--- src/rtl/keypad_time_entry.sv ---
// keypad_time_entry: 4x4 matrix keypad scanner with frame-based debounce
// feeding an HH:MM:SS entry buffer that commits to a seconds count on '#'.
module keypad_time_entry #(
  parameter int SCAN_DIV  = 100000,
  parameter int DEB_SCANS = 5
) (
  input  logic        clk,
  input  logic        rst,
  input  logic        en,
  input  logic [3:0]  row,
  output logic [3:0]  col,
  output logic [3:0]  h1,
  output logic [3:0]  h2,
  output logic [3:0]  m1,
  output logic [3:0]  m2,
  output logic [3:0]  s1,
  output logic [3:0]  s2,
  output logic [2:0]  entry_pos,
  output logic        key_valid,
  output logic [3:0]  key_code,
  output logic [16:0] time_sec,
  output logic        commit,
  output logic        err
);

  localparam int DIV_W = (SCAN_DIV > 1) ? $clog2(SCAN_DIV) : 1;
  localparam logic [DIV_W-1:0] DIV_LAST = DIV_W'(SCAN_DIV - 1);
  localparam int CNT_W = $clog2(DEB_SCANS + 1);
  localparam logic [CNT_W-1:0] CNT_DONE = CNT_W'(DEB_SCANS);
  localparam logic [CNT_W-1:0] CNT_ONE  = CNT_W'(1);

  localparam logic [3:0] KEY_A    = 4'hA;
  localparam logic [3:0] KEY_STAR = 4'hE;
  localparam logic [3:0] KEY_HASH = 4'hF;

  typedef enum logic [1:0] {
    IDLE,
    PRESS_CNT,
    HELD,
    REL_CNT
  } deb_state_t;

  // Scan timing and frame capture
  logic [DIV_W-1:0] div;
  logic [1:0]       col_idx;
  logic [11:0]      samp;
  logic             slot_end;
  logic             frame_end;
  logic [15:0]      frame;

  // Frame classification
  logic [4:0]       hit_cnt;
  logic [3:0]       hit_idx;
  logic             frame_idle;
  logic             frame_single;
  logic [3:0]       frame_key;

  // Debounce FSM
  deb_state_t       state;
  deb_state_t       state_nx;
  logic [CNT_W-1:0] cnt;
  logic [CNT_W-1:0] cnt_nx;
  logic [CNT_W-1:0] cnt_inc;
  logic [3:0]       pend_key;
  logic [3:0]       pend_nx;
  logic             accept;

  // Entry buffer and validation
  logic             en_d;
  logic             en_rise;
  logic [3:0]       dig [6];
  logic [2:0]       pos_dec;
  logic [7:0]       hours;
  logic [7:0]       mins;
  logic [7:0]       secs;
  logic             digits_ok;
  logic             time_ok;
  logic [16:0]      time_calc;

  // Keypad position (col*4 + row) to key code.
  function automatic logic [3:0] key_of(input logic [3:0] idx);
    logic [3:0] k;
    k = 4'h0;
    case (idx)
      4'd0:  k = 4'h1;
      4'd1:  k = 4'h4;
      4'd2:  k = 4'h7;
      4'd3:  k = 4'hE;
      4'd4:  k = 4'h2;
      4'd5:  k = 4'h5;
      4'd6:  k = 4'h8;
      4'd7:  k = 4'h0;
      4'd8:  k = 4'h3;
      4'd9:  k = 4'h6;
      4'd10: k = 4'h9;
      4'd11: k = 4'hF;
      4'd12: k = 4'hA;
      4'd13: k = 4'hB;
      4'd14: k = 4'hC;
      4'd15: k = 4'hD;
    endcase
    return k;
  endfunction

  assign slot_end  = (div == DIV_LAST);
  assign frame_end = slot_end && (col_idx == 2'd3);
  assign col       = ~(4'b0001 << col_idx);
  assign frame     = {~row, samp};

  // Free-running slot divider; on the last clock of each slot, capture the rows and move to the next column.
  always_ff @(posedge clk or negedge rst) begin
    if (!rst) begin
      div     <= '0;
      col_idx <= 2'd0;
      samp    <= '0;
    end else if (slot_end) begin
      div     <= '0;
      col_idx <= col_idx + 2'd1;
      case (col_idx)
        2'd0:    samp[3:0]  <= ~row;
        2'd1:    samp[7:4]  <= ~row;
        2'd2:    samp[11:8] <= ~row;
        default: ;
      endcase
    end else begin
      div <= div + 1'b1;
    end
  end

  // Count active positions in the frame and remember where the (last) one was.
  always_comb begin
    hit_cnt = '0;
    hit_idx = '0;
    for (int i = 0; i < 16; i++) begin
      if (frame[i]) begin
        hit_cnt = hit_cnt + 5'd1;
        hit_idx = 4'(i);
      end
    end
  end

  assign frame_idle   = (hit_cnt == 5'd0);
  assign frame_single = (hit_cnt == 5'd1);
  assign frame_key    = key_of(hit_idx);
  assign cnt_inc      = cnt + 1'b1;

  // Debounce state register plus the registered key event.
  always_ff @(posedge clk or negedge rst) begin
    if (!rst) begin
      state     <= IDLE;
      cnt       <= '0;
      pend_key  <= '0;
      key_valid <= 1'b0;
      key_code  <= '0;
    end else begin
      state     <= state_nx;
      cnt       <= cnt_nx;
      pend_key  <= pend_nx;
      key_valid <= accept;
      if (accept) begin
        key_code <= pend_nx;
      end
    end
  end

  // Debounce transitions, evaluated only when a full frame has just been captured.
  always_comb begin
    state_nx = state;
    cnt_nx   = cnt;
    pend_nx  = pend_key;
    accept   = 1'b0;
    if (frame_end) begin
      case (state)
        IDLE: begin
          if (frame_single) begin
            pend_nx = frame_key;
            if (CNT_ONE >= CNT_DONE) begin
              state_nx = HELD;
              cnt_nx   = '0;
              accept   = 1'b1;
            end else begin
              state_nx = PRESS_CNT;
              cnt_nx   = CNT_ONE;
            end
          end
        end
        PRESS_CNT: begin
          if (frame_single && (frame_key == pend_key)) begin
            if (cnt_inc >= CNT_DONE) begin
              state_nx = HELD;
              cnt_nx   = '0;
              accept   = 1'b1;
            end else begin
              cnt_nx = cnt_inc;
            end
          end else begin
            state_nx = IDLE;
            cnt_nx   = '0;
          end
        end
        HELD: begin
          if (frame_idle) begin
            if (CNT_ONE >= CNT_DONE) begin
              state_nx = IDLE;
              cnt_nx   = '0;
            end else begin
              state_nx = REL_CNT;
              cnt_nx   = CNT_ONE;
            end
          end
        end
        REL_CNT: begin
          if (frame_idle) begin
            if (cnt_inc >= CNT_DONE) begin
              state_nx = IDLE;
              cnt_nx   = '0;
            end else begin
              cnt_nx = cnt_inc;
            end
          end else begin
            state_nx = HELD;
            cnt_nx   = '0;
          end
        end
        default: begin
          state_nx = IDLE;
          cnt_nx   = '0;
        end
      endcase
    end
  end

  // Check the buffer as an HH:MM:SS time and precompute its seconds value.
  always_comb begin
    hours     = 8'(dig[0]) * 8'd10 + 8'(dig[1]);
    mins      = 8'(dig[2]) * 8'd10 + 8'(dig[3]);
    secs      = 8'(dig[4]) * 8'd10 + 8'(dig[5]);
    digits_ok = 1'b1;
    for (int i = 0; i < 6; i++) begin
      if (dig[i] > 4'd9) begin
        digits_ok = 1'b0;
      end
    end
    time_ok   = digits_ok && (hours <= 8'd23) && (mins <= 8'd59) && (secs <= 8'd59);
    time_calc = 17'(hours) * 17'd3600 + 17'(mins) * 17'd60 + 17'(secs);
  end

  assign en_rise = en & ~en_d;
  assign pos_dec = entry_pos - 3'd1;

  // Entry buffer edits and commit/error pulses, acting on the cycle key_valid is high.
  always_ff @(posedge clk or negedge rst) begin
    if (!rst) begin
      for (int i = 0; i < 6; i++) begin
        dig[i] <= 4'd0;
      end
      entry_pos <= 3'd0;
      en_d      <= 1'b0;
      time_sec  <= '0;
      commit    <= 1'b0;
      err       <= 1'b0;
    end else begin
      en_d   <= en;
      commit <= 1'b0;
      err    <= 1'b0;
      if (en_rise) begin
        for (int i = 0; i < 6; i++) begin
          dig[i] <= 4'd0;
        end
        entry_pos <= 3'd0;
      end else if (key_valid && en) begin
        if (key_code <= 4'd9) begin
          if (entry_pos < 3'd6) begin
            for (int i = 0; i < 6; i++) begin
              if (entry_pos == 3'(i)) begin
                dig[i] <= key_code;
              end
            end
            entry_pos <= entry_pos + 3'd1;
          end
        end else if (key_code == KEY_STAR) begin
          if (entry_pos != 3'd0) begin
            for (int i = 0; i < 6; i++) begin
              if (pos_dec == 3'(i)) begin
                dig[i] <= 4'd0;
              end
            end
            entry_pos <= pos_dec;
          end
        end else if (key_code == KEY_A) begin
          for (int i = 0; i < 6; i++) begin
            dig[i] <= 4'd0;
          end
          entry_pos <= 3'd0;
        end else if (key_code == KEY_HASH) begin
          if (time_ok) begin
            time_sec <= time_calc;
            commit   <= 1'b1;
          end else begin
            err <= 1'b1;
          end
        end
      end
    end
  end

  assign h1 = dig[0];
  assign h2 = dig[1];
  assign m1 = dig[2];
  assign m2 = dig[3];
  assign s1 = dig[4];
  assign s2 = dig[5];

endmodule

--- config.mk ---
export PLATFORM = sky130hd
export DESIGN_NAME = keypad_time_entry
export DESIGN_NICKNAME = d
export VERILOG_FILES = /design/src/rtl/keypad_time_entry.sv
export SDC_FILE = /design/constraint.sdc
export NUM_CORES = 1
export LEC_CHECK = 0
export CAP_MARGIN = 10
export CORE_AREA = 2 2 153 155
export CTS_BUF_LIST = sky130_fd_sc_hd__clkbuf_16
export CTS_CLUSTER_DIAMETER = 40
export DETAILED_ROUTE_END_ITERATION = 8
export DIE_AREA = 0 0 155 157
export SLEW_MARGIN = 20
export SYNTH_ARGS = -nofsm -noshare
export SYNTH_HDL_FRONTEND = slang
export SYNTH_SLANG_ARGS = --single-unit
--- constraint.sdc ---
create_clock -name clk -period 10.4 [get_ports clk]
set_input_delay 2.08 -clock clk [delete_from_list [all_inputs] [get_ports clk]]
set_output_delay 2.08 -clock clk [all_outputs]
set_load 0.05 [all_outputs]
==> results of run 1 <==
## metrics by stage
stage	TNS [ns]	instances
floorplan	0	962
global placement	0	1289
detailed placement	0	1289
CTS	0	1304
global route	-0.433	1311
finish	0	1311
## final cells by class
cell class | instances | area (µm²)
multi-input combinational | 748 | 6220
clock buffer | 9 | 225
clock inverter | 6 | 63.8
tap | 285 | 357
fill | 2180 | 12300
inverter | 100 | 375
timing repair buffer | 71 | 683
sequential | 92 | 2300
## registers in the layout, summed over array words and instances, names as in the netlist, 4 cells and up
signal,flops
s1,4
s2,4
div,17
time_sec,17
m1,4
pend_key,4
samp,12
h2,4
key_code,4
h1,4
m2,4
## placed cells by master, fill, tap and decap left out, types with 11 or more instances in the layout
master,count
inv_1,101
nand4_1,12
clkdlybuf4s50_1,60
nor2_1,49
mux2_2,29
nor2b_1,17
a21oi_1,56
o21ai_0,55
a21o_1,18
buf_4,11
xor2_1,31
nand2_1,90
dfrtp_1,92
o21bai_1,11
ha_1,117
fa_1,30
nand3_1,22
xnor2_1,69
## critical path: cells and delay by family, from the launching register on
kind                       cells  cell delay, ns
adders and majority gates     14            4.00
and+or+nand+nor               17            2.40
AOI/OAI and AO/OA             14            1.99
muxes                          3            0.67
DFF                            1            0.42
buffers and inverters          2            0.22
## timing repair
| item | 4_1_cts | 5_1_grt |
|---|---|---|
| setup endpoints to repair | 0 | 14 |
| resized for setup | 0 | 5 |
| setup buffers | 0 | 7 |
## per-layer routing
metal	GRT usage, %	wire length [µm]	up-vias
li1	-	-	3427
met1	21.5	8990	3185
met2	29.0	9580	88
met3	2.40	486	19
met4	4.32	273	0
met5	0	0	-
## how the worst min path moves through the flow
stage | cells past startpoint | slack [ns] | startpoint | endpoint
CTS | 2 | 0.48 | time_sec[3] | time_sec[3]
global route | 2 | 0.50 | time_sec[16] | time_sec[16]
detailed placement | 2 | 0.46 | time_sec[3] | time_sec[3]
finish | 2 | 0.47 | time_sec[2] | time_sec[2]
global placement | 2 | 0.45 | time_sec[4] | time_sec[4]
floorplan | 1 | 0.45 | div[0] | div[0]
## power groups by stage
stage                     Sequential [W]  Combinational, W  Clock, W
after CTS                       0.000410           0.00149  0.000343
after global routing            0.000413           0.00169  0.000355
after detailed placement        0.000418           0.00147         0
final                           0.000409           0.00144  0.000333
after global placement          0.000416           0.00147         0
after floorplan                 0.000455           0.00110         0
## cell families after synthesis
family,synth area share (%)
AO/OA/AOI/OAI,13.8
XOR/XNOR,13.3
adder cells (fa/ha/maj),23.0
buffers and inverters,5.45
flip-flops,25.6
multiplexers,5.01
AND/OR/NAND/NOR,13.9
==> results.py, run 1 <==
metrics = {
    "clock_tree": {
        "clk_latency_ns": 0.35,
        "cts_sinks": 92,
        "ctsHoldBuffers": 0,
        "cts_tree": "yes",
        "cts.htree.levels": 3,
        "root_buffer": "clkbuf_16",
        "cts.clk_slew.worst_paths_ns": 0.07,
        "cts-buffers-inserted": 9,
        "cts_max_path_buffers": 2,
    },
    "floorplan": {
        "dieArea_um2": 24300,
        "rows": 55,
        "initial_core_util_pct": 39.9,
        "die-height_um": 157,
        "die_w_um": 155,
        "io_pins": 62,
        "core-area_um2": 22500,
    },
    "power_and_ir_drop": {
        "p_comb_share_pct": 66.1,
        "power_w": 0.00219,
        "ir_worst_vdd_uv": 140,
        "pwr-share-clk_pct": 15.2,
        "internal-power_w": 0.00120,
        "p_leak_nw": 4.98,
        "powerDensity_nw_per_um2": 214,
        "switching_share_pct": 45.1,
        "p_switching_w": 0.000985,
        "seqPwrFrac_pct": 18.7,
    },
    "synthesis": {
        "synth_top_area_share_pct": 25.6,
        "synth-seq-cells": 92,
        "synth_edf_count": 0,
        "synth_most_common_cell": "ha_1",
        "ys.flop_type": "dfrtp_1",
        "syn-num-nets": 1116,
        "syn-instance-count": 962,
        "synth.area.top_cells": "dfrtp_1 26%, ha_1 16%, xnor2_1 6.8%, fa_1 6.7%, inv_1 4.2%",
        "yosysUniqueCellTypes": 81,
        "ys_seq_area_share_pct": 25.6,
        "syn_avg_cell_area_um2": 9.34,
        "syn_area_um2": 8980,
        "synthTopCellsByCount": "117 x ha_1, 100 x inv_1, 92 x dfrtp_1",
        "yosysWarnings": 0,
        "async_flop_share_pct": 100,
        "synth_top_cell_by_area": "dfrtp_1",
    },
    "sta": {
        "hold_violations": 0,
        "worst_slew_pin_slew_ns": 0.983,
        "worst_slack_ns": 0.610,
        "fin_crit_ns": 9.79,
        "skew_ns": 0.0170,
        "setup_viol": 0,
        "hold_ws_ns": 0.473,
        "max_freq_ghz": 0.102,
        "fin_crit_sh_pct": 94.1,
        "slew_viol_final": 0,
        "slew_headroom_pct": 34.5,
    },
    "worst_setup_path": {
        "start_kind": "register",
        "rrSetupSlack_ns": 0.61,
        "worst_ep_required_time_ns": 10.64,
        "slowest_delay_ns": 0.42,
        "rr_startpoint": "samp[1]",
        "reg2regPathDepth": 50,
        "crit_path_end": "key_code[3]",
        "reg2reg_to": "key_code[3]",
        "crit_path_start": "samp[1]",
        "cp.arrival_ns": 10.03,
        "crit_path_frequent_cell": "ha_1",
        "crit_path_end_kind": "register",
        "crit_fanout": 4,
        "crit_slowest_cell": "dfrtp_1",
        "worstSetupPathType": "register to register",
    },
    "place": {
        "dp_slack_ns": 0.137,
        "dp_hpwl_mm": 15.5,
        "portBuffers": 61,
        "gp_congestion": 0.866,
        "place_area_um2": 9860,
    },
    "global_route": {
        "antenna_found_initial": 0,
        "globalRouteTotalUtil_pct": 16.6,
        "grt_pass1_vias": 6548,
        "overflow": 0,
        "grt_first_pass_wirelength_mm": 32.8,
        "grt_max_degree": 77,
    },
    "finish": {
        "final_util_pct": 45.5,
        "drive_gt1_share_pct": 8.97,
        "final_area_um2": 10200,
        "area_growth_pct": 13.9,
        "diodes": 0,
        "num-nets-final": 1176,
    },
    "drt": {
        "postRouteAntennaNets": 0,
        "drc": 0,
        "viasPerCell": 5.13,
        "vias": 6719,
        "first_iter_violations": 265,
        "wire_per_inst_um": 14.7,
        "routed_wl_mm": 19.3,
        "firstDrtPassIters": 4,
    },
    "run": {
        "maxCapViolations": 0,
    },
    "min_path": {
        "hp-class": "register to register",
    },
    "outcome": {
        "status": "finished, final reports clean",
    },
}
No activity file was read; power rests on OpenSTA's default activity.
==> run 2, diff against run 1 <==
SKIP_CTS_REPAIR_TIMING = 1   (was not set)
==> results of run 2 <==
The final DEF is identical to that of run 1; final timing and power are the same.
